===== config.mk =====
export PLATFORM = sky130hd
export DESIGN_NAME = axi2per_r_arbiter
export DESIGN_NICKNAME = d
export VERILOG_FILES = /design/src/rtl/axi2per_pkg.sv /design/src/rtl/axi2per_rr_prio.sv /design/src/rtl/axi2per_r_arbiter.sv
export SDC_FILE = /design/constraint.sdc
export NUM_CORES = 1
export LEC_CHECK = 0
export ABC_AREA = 1
export CAP_MARGIN = 20
export CORE_AREA = 2 2 160 162
export DETAILED_ROUTE_END_ITERATION = 10
export DIE_AREA = 0 0 162 164
export PLACE_DENSITY = 0.55
export SYNTH_ARGS = -nofsm -noshare
export SYNTH_HDL_FRONTEND = slang
export SYNTH_SLANG_ARGS = --single-unit

===== constraint.sdc =====
create_clock -name clk_i -period 8.2 [get_ports clk_i]
set_input_delay 1.64 -clock clk_i [delete_from_list [all_inputs] [get_ports clk_i]]
set_output_delay 1.64 -clock clk_i [all_outputs]
set_load 0.03 [all_outputs]

===== src/rtl/axi2per_pkg.sv =====
// axi2per_pkg: shared FSM encoding and index-width helper for the axi2per bridge
package axi2per_pkg;
    typedef enum logic {IDLE, LOCKED} r_arb_state_e;
    function automatic int idx_w(input int n);
        return (n > 1) ? $clog2(n) : 1;
    endfunction
endpackage


===== src/rtl/axi2per_rr_prio.sv =====
// axi2per_rr_prio: round-robin priority encoder, first request at or after ptr wins
module axi2per_rr_prio
    import axi2per_pkg::*;
#(
    parameter int N  = 4,
    parameter int IW = idx_w(N)
) (
    input  logic [N-1:0]  req_i,
    input  logic [IW-1:0] ptr_i,
    output logic          found_o,
    output logic [IW-1:0] idx_o
);
    always_comb begin
        found_o = |req_i;
        idx_o   = '0;
        // descending scan so the smallest offset from ptr is assigned last
        for (int i = N - 1; i >= 0; i--) begin
            if (req_i[(int'(ptr_i) + i) % N]) idx_o = IW'((int'(ptr_i) + i) % N);
        end
    end
endmodule


===== src/rtl/axi2per_r_arbiter.sv =====
// axi2per_r_arbiter: burst-locked round-robin sharing of one AXI R channel
// between N_SLAVES sources, zero-latency forwarding.
module axi2per_r_arbiter
    import axi2per_pkg::*;
#(
    parameter int N_SLAVES   = 4,
    parameter int ID_WIDTH   = 4,
    parameter int DATA_WIDTH = 64,
    parameter int USER_WIDTH = 6,
    parameter int CNT_WIDTH  = 8
) (
    input  logic                             clk_i,
    input  logic                             rst_i,
    input  logic [N_SLAVES-1:0]              slave_valid_i,
    input  logic [N_SLAVES*DATA_WIDTH-1:0]   slave_data_i,
    input  logic [N_SLAVES*2-1:0]            slave_resp_i,
    input  logic [N_SLAVES*USER_WIDTH-1:0]   slave_user_i,
    input  logic [N_SLAVES*ID_WIDTH-1:0]     slave_id_i,
    input  logic [N_SLAVES-1:0]              slave_last_i,
    output logic [N_SLAVES-1:0]              slave_ready_o,
    output logic                             master_valid_o,
    output logic [DATA_WIDTH-1:0]            master_data_o,
    output logic [1:0]                       master_resp_o,
    output logic [USER_WIDTH-1:0]            master_user_o,
    output logic [ID_WIDTH-1:0]              master_id_o,
    output logic                             master_last_o,
    input  logic                             master_ready_i,
    output logic [N_SLAVES-1:0]              grant_o,
    output logic                             locked_o,
    output logic [CNT_WIDTH-1:0]             beat_cnt_o
);
    localparam int IW = idx_w(N_SLAVES);

    r_arb_state_e   state_q, state_d;
    logic [IW-1:0]  ptr_q, ptr_d, owner_q, owner_d;
    logic [CNT_WIDTH-1:0] cnt_q, cnt_d;

    logic [IW-1:0]       ptr_eff, win_idx, sel, sel_nxt;
    logic                found, locked, pres, owns, hs;
    logic [N_SLAVES-1:0] sel_oh;

    assign ptr_eff = rst_i ? '0 : ptr_q;

    axi2per_rr_prio #(.N(N_SLAVES), .IW(IW)) u_prio (
        .req_i   (slave_valid_i),
        .ptr_i   (ptr_eff),
        .found_o (found),
        .idx_o   (win_idx)
    );

    // reset masks the registered state so outputs look like IDLE with ptr=0
    always_comb begin
        locked         = (state_q == LOCKED) && !rst_i;
        sel            = locked ? owner_q : win_idx;
        sel_nxt        = (sel == IW'(N_SLAVES - 1)) ? '0 : sel + 1'b1;
        sel_oh         = {{(N_SLAVES-1){1'b0}}, 1'b1} << sel;
        owns           = locked || found;
        pres           = locked ? slave_valid_i[sel] : found;
        hs             = pres && master_ready_i;
        master_valid_o = pres;
        master_data_o  = pres ? slave_data_i[int'(sel)*DATA_WIDTH +: DATA_WIDTH] : '0;
        master_resp_o  = pres ? slave_resp_i[int'(sel)*2 +: 2] : '0;
        master_user_o  = pres ? slave_user_i[int'(sel)*USER_WIDTH +: USER_WIDTH] : '0;
        master_id_o    = pres ? slave_id_i[int'(sel)*ID_WIDTH +: ID_WIDTH] : '0;
        master_last_o  = pres && slave_last_i[sel];
        grant_o        = pres ? sel_oh : '0;
        slave_ready_o  = (master_ready_i && owns) ? sel_oh : '0;
        locked_o       = locked;
        beat_cnt_o     = rst_i ? '0 : cnt_q;
    end

    always_comb begin
        state_d = state_q;
        ptr_d   = ptr_q;
        owner_d = owner_q;
        cnt_d   = cnt_q;
        if (!locked) begin
            if (hs && master_last_o) begin
                ptr_d = sel_nxt;
            end else if (found) begin
                state_d = LOCKED;
                owner_d = win_idx;
                cnt_d   = hs ? CNT_WIDTH'(1) : '0;
            end
        end else if (hs) begin
            cnt_d = &cnt_q ? cnt_q : cnt_q + 1'b1;
            if (master_last_o) begin
                state_d = IDLE;
                ptr_d   = sel_nxt;
                cnt_d   = '0;
            end
        end
    end

    always_ff @(posedge clk_i) begin
        if (rst_i) begin
            state_q <= IDLE;
            ptr_q   <= '0;
            owner_q <= '0;
            cnt_q   <= '0;
        end else begin
            state_q <= state_d;
            ptr_q   <= ptr_d;
            owner_q <= owner_d;
            cnt_q   <= cnt_d;
        end
    end
endmodule

## Yosys cells after proc, flatten, opt, wreduce, memory -nomap -nowiden

Cells that the tools add are included.

- Output and inout port bits: 95
- Word-level logic and storage cells: 94
- Input port bits: 315
- Flip-flop bits (word level): 13

- Muxes and demuxes: 46
- Multiply operators: 1
- Magnitude comparators: 5
- Equality and inequality tests: 5
- Bitwise gates (word level): 5
- Shifts and indexed selects: 5
- Add/sub/neg operators: 5
- Reductions and logical operators: 18

Operators by type and width:

| kind | count |
|---|---|
| $shiftx 256x9->64 | 1 |
| $mux 64 | 1 |
| $mux 8 | 7 |
| $mux 2 | 12 |
| $shiftx 24x6->6 | 1 |
| $mux 1 | 16 |
| $shiftx 16x5->4 | 1 |
| $bmux 1 s2 | 6 |
| $lt 3x4->1 const B | 3 |
| $mux 4 | 3 |
| $add 8x1->8 const B | 1 |
| $reduce_and 4->1 | 2 |
| $reduce_and 8->1 | 1 |
| $shiftx 8x4->2 | 1 |
| $lt 2x3->1 const B | 2 |
| $mux 6 | 1 |
| $reduce_and 3->1 | 2 |
| $reduce_or 2->1 | 3 |
| $logic_and 1x1->1 | 5 |
| $add 2x1->2 const B | 2 |
| $add 2x2->2 const B | 2 |
| $mul 2x2->4 const B | 1 |
| $ne 2x2->1 const B | 2 |
| $reduce_bool 2->1 | 2 |
| other kinds (9) | 12 |

## Depth between registers and ports, before layout

- Depth in word-level cells: 20
- Gate-level depth with buffers: 22
- Mapped depth without buffers: 21

## Modules after synthesis

Synthesis repeated with hierarchy kept, for this count alone.

- Cell total of the unflattened synthesis: 823
- Area total of the unflattened synthesis: 3,837.4 um^2

Modules (own cells, without submodules):

| module | seq. area each (um^2) | cells each | area an instance (um^2) | instances |
|---|---|---|---|---|
| axi2per_r_arbiter | 260.2 | 777 | 3,648.5 | 1 |
| axi2per_rr_prio | 0.0 | 46 | 188.9 | 1 |

## Worst setup path before layout

Ideal clock, no wire load.

- Path kind: input port to output port
- Start: input rst_i
- End: output grant_o[3]
- Setup slack: 2.883 ns
- Stages: 18
- Arrival: 3.677 ns
- Cells stage by stage: buf_6 inv_4 buf_6 nand3_1 nand2_1 nand2_1 nand2_1 nor2_2 nand2_2 nand3_2 nand3_2 nand2_2 clkinv_1 buf_2 buf_2 ha_1 inv_1 nor2_1

- Longest elaborated chain between the ends: 14
- Elaborated cells between the ends (all ways): 27

RTL lines:

| what | line | source |
|---|---|---|
| start: declaration | axi2per_r_arbiter.sv:13 | `input logic rst_i,` |
| $mux 2 | axi2per_r_arbiter.sv:42 | `assign ptr_eff = rst_i ? '0 : ptr_q;` |
| $add 2x2->2 | axi2per_rr_prio.sv:18 | `if (req_i[(int'(ptr_i) + i) % N]) idx_o = IW'((int'(ptr_i) + i) % N);` |
| $bmux 1 s2 | axi2per_rr_prio.sv:18 |  |
| $mux 1 (not written as such) (2 in a row) | axi2per_rr_prio.sv:18 |  |
| $mux 2 (4 in a row) | axi2per_rr_prio.sv:18 |  |
| $mux 2 | axi2per_r_arbiter.sv:54 | `sel = locked ? owner_q : win_idx;` |
| $bmux 1 s2 | axi2per_r_arbiter.sv:58 | `pres = locked ? slave_valid_i[sel] : found;` |
| $mux 1 (not written as such) | axi2per_r_arbiter.sv:58 |  |
| $mux 1 | axi2per_r_arbiter.sv:58 |  |
| $mux 4 * | axi2per_r_arbiter.sv:66 | `grant_o = pres ? sel_oh : '0;` |
| end: declaration | axi2per_r_arbiter.sv:28 | `output logic [N_SLAVES-1:0] grant_o,` |

Mark *: on every way between the ends. The rest lies on a longest branch, timed or not. The select of a mux whose other input is x is not followed.

## Worst setup path in the final report

- Start: input rst_i
- End: output master_resp_o[1]

- Longest elaborated chain between the ends: 14
- Elaborated cells between the ends (all ways): 27

RTL lines:

| what | line | source |
|---|---|---|
| $mux 2 | axi2per_r_arbiter.sv:42 |  |
| $add 2x2->2 | axi2per_rr_prio.sv:18 |  |
| $bmux 1 s2 | axi2per_rr_prio.sv:18 |  |
| $mux 1 (not written as such) (2 in a row) | axi2per_rr_prio.sv:18 |  |
| $mux 2 (4 in a row) | axi2per_rr_prio.sv:18 |  |
| $mux 2 | axi2per_r_arbiter.sv:54 |  |
| $bmux 1 s2 | axi2per_r_arbiter.sv:58 |  |
| $mux 1 (not written as such) | axi2per_r_arbiter.sv:58 |  |
| $mux 1 | axi2per_r_arbiter.sv:58 |  |
| $mux 2 * | axi2per_r_arbiter.sv:62 | `master_resp_o = pres ? slave_resp_i[int'(sel)*2 +: 2] : '0;` |
| end: declaration | axi2per_r_arbiter.sv:23 | `output logic [1:0] master_resp_o,` |

Marked as above.

==> results.md <==
* Outcome: complete, no violations
* Yosys reg bits at 13
* Hold path cells at 2
* CP Class: in2out
* Pleak at 3.715 nW
* Hold_buf cts at 0
* FP Rows at 58
* First-pass GRT wire length at 35520 µm
* Iteration-0 DRC Markers at 524
* Max Cap Viol at 0
* Seq/Total Area, Yosys at approximately 6.5%
* Max clock buf depth at 2
* Ranking of synthesized cells by area: o21ai_0 19%, nor2_1 17%, nand2_1 12%
* VDD IR-drop max at 152.0 µV
* Sink Count at 13
* Die area at approximately 0.027 mm²
* Synth unique cells at 32
* Setup bufs post-CTS at 0
* RePlAce Congestion at 0.8219
* R2R setup slack at 5.00 ns
* Num CTS Buffers at 3
* Worst-path clk slew at 0.05 ns
* Vias in the first global route at 6309
* Clk root buf: clkbuf_16
* Pwr dens at between 200 and 250 mW/mm²
* Period Utilization, post-route at 88.74%
* Yosys warning count at 0
* Pre-antenna DRT Iters at 5
* Synth-to-Final Area Change at 111.0%
* Number of top-level pins at 410
* Worst-path fanout max at 49
* Hold slack final at 0.4591 ns
* RR Startpoint: ptr_q[0]
* Worst-skew pair later-pin latency at 0.25 ns
* Worst-Margin Slew at 0.5460 ns
* Post-route ant nets at 0
* Leading area contributor after synthesis: o21ai_0
* Worst EP required at 6.56 ns
* Initial antenna violation count at 2
* Max Slew Vio Count at 0
* Total grt overflow at 0
* Avg Inst Size Synth at between 4 and 5 µm²
* Tot GR Track Use at about 17%
* RSZ-0062 raised after global routing: false
* Reg2Reg Capture Point: cnt_q[6]
* Core box area at 0.02482 mm²
* Kind of start point of the critical path: input port
* Syn Nets at 1139
* # DRC at 0
* Arr. time, crit path at 5.64 ns
* Worst setup EP type: output port
* Die span in x at 162 µm
* Starting Density at 16.11%
* Final HPWL DP at roughly 19000 µm
* Fin. Hold Viols at 0
* Detail-routed via count per cell at 4.444
* Largest net degree at the start of global routing at 101
* CTS tree: yes
* Syn Std Cell Area at roughly 0.004 mm²
* Post-cts sizing count at 0
* Final Routed Wirelength at between 20000 and 25000 µm
* # port buffers at 409
* Setup violations, final at 0
* Hold wc startpoint: owner_q[1]
* Yosys top cell area share at 18.78%
* Die height at 164 µm
* R2r worst-path depth at 19
* TNS Setup at 0 ns
* Worst Hold Class: reg2reg
* Slew HR at 63.60%
* Hold endpoint: owner_q[1]
* Share of cells above drive strength 1 at 3.056%
* F_max at 0.1374 GHz
* # H-tree levels at 1
* Worst Skew at 0.005794 ns
* Layout Nets at 1499
* Cells after Synth at 819
* Final Critical Period at ~7.3 ns
* Drt wl/cell at 16.12 µm
* Vias after detailed routing at 6715
## logic make-up (layout without fill, tap and decap cells)
group | count (synthesis) | in the layout | synth area share [%]
AOI/OAI and AO/OA | 246 | 246 | 33.52
xor gates and xnor gates | 2 | 2 | 0.4383
adders and majority gates | 5 | 5 | 1.565
buffers and inverters | 181 | 540 | 18.65
DFF | 13 | 13 | 6.510
other | 0 | 3 | 0
and+or+nand+nor | 372 | 372 | 39.31
## sequential cells by signal, summed over array words and instances, names as in the netlist
register	cells
cnt_q	8
owner_q	2
ptr_q	2
state_q	1
## layout by cell type, fill, tap and decap left out, types with 2 or more instances in the layout
master / count
clkdlybuf4s50_1: 409
nor2_1: 181
a21oi_1: 10
nand2_4: 5
buf_4: 5
o22ai_1: 76
o21ai_1: 8
dfxtp_1: 13
nor3_1: 2
nand4_1: 5
inv_4: 2
xor2_1: 2
diode_2: 3
clkbuf_16: 3
buf_12: 5
nand3_2: 5
inv_1: 113
nand3_4: 2
nand2_1: 127
o21ai_0: 150
ha_1: 5
nand2_2: 4
nand3_1: 36
## layout make-up
| cell class | instances | area [µm²] |
|---|---|---|
| Inverter | 117 | 444.2 |
| Fill cell | 2702 | 16390 |
| Sequential cell | 13 | 260.3 |
| Tap cell | 330 | 412.9 |
| Multi-Input combinational cell | 625 | 2997 |
| Clock inverter | 1 | 5.005 |
| Clock buffer | 3 | 75.07 |
| Antenna cell | 3 | 7.507 |
| Timing Repair Buffer | 419 | 4232 |
## worst max path at each step
stage | from | endpoint | slack [ns] | cells past startpoint
finish | rst_i | master_resp_o[1] | 0.92 | 12
detailed placement | rst_i | master_resp_o[1] | 0.93 | 12
floorplan | rst_i | grant_o[3] | 2.88 | 18
global route | rst_i | master_resp_o[1] | 0.60 | 12
CTS | rst_i | master_resp_o[1] | 0.93 | 12
global placement | rst_i | master_data_o[35] | 1.02 | 12
## through the flow
stage | cells | total power, mW | utilization (%) | setup slack [ns] | cell area, µm²
CTS | 1508 | 2.028 | 33.95 | 0.9294 | 8426
global route | 1510 | 2.182 | 33.97 | 0.6011 | 8431
detailed placement | 1504 | 1.924 | 33.63 | 0.9322 | 8346
finish | 1511 | 2.012 | 33.98 | 0.9230 | 8433
floorplan | 819 | 1.194 | - | 2.883 | 3998
global placement | 1504 | 1.929 | 33.63 | 1.023 | 8346
## where the power goes
part	switching, mW	internal (mW)	leakage (nW)	total [mW]
registers	0.0136	0.0771	0.107	0.0906
clock network	0.0306	0.0651	0.0409	0.0957
logic	1.11	0.719	3.57	1.83
## critical path, cell delays in order
cell and delay [ns]:
clkdlybuf4s50_1 0.73, inv_4 0.19, nand2_1 0.34, inv_1 0.32, o21ai_4 0.23, buf_4 0.32
buf_4 0.53, o21ai_0 0.19, o22ai_1 0.24, nand2_1 0.09, inv_1 0.06, clkdlybuf4s50_1 0.69
## routing by layer
| layer | global-route usage [%] | wire length (µm) | vias to the layer above |
|---|---|---|---|
| met5 | 0 | 0 | - |
| met4 | 3.379 | 308 | 0 |
| met3 | 2.551 | 1697 | 23 |
| met2 | 28.86 | 11830 | 301 |
| met1 | 22.06 | 10520 | 3003 |
| li1 | - | - | 3388 |
## synthesized netlist by cell type
| master | number |
|---|---|
| clkinv_1 | 2 |
| and2_1 | 1 |
| nand3b_1 | 1 |
| clkbuf_1 | 31 |
| nand2_4 | 4 |
| o21ai_4 | 1 |
| nor2_1 | 181 |
| nand3_4 | 2 |
| buf_2 | 21 |
| nand4_1 | 5 |
| nor4_1 | 1 |
| nand2_2 | 5 |
| nand2_1 | 127 |
| inv_4 | 1 |
| o21ai_1 | 8 |
| buf_1 | 6 |
| o21ai_0 | 150 |
| nand3_2 | 5 |
| nor3_1 | 2 |
| buf_6 | 4 |
| inv_1 | 113 |
| or2_2 | 1 |
| buf_4 | 2 |
| xor2_1 | 2 |
| nand3_1 | 36 |
| a21oi_1 | 10 |
| o22ai_1 | 76 |
| o211ai_1 | 1 |
| ha_1 | 5 |
| inv_2 | 1 |
| dfxtp_1 | 13 |
| nor2_2 | 1 |
No activity file was read; power rests on OpenSTA's default activity.
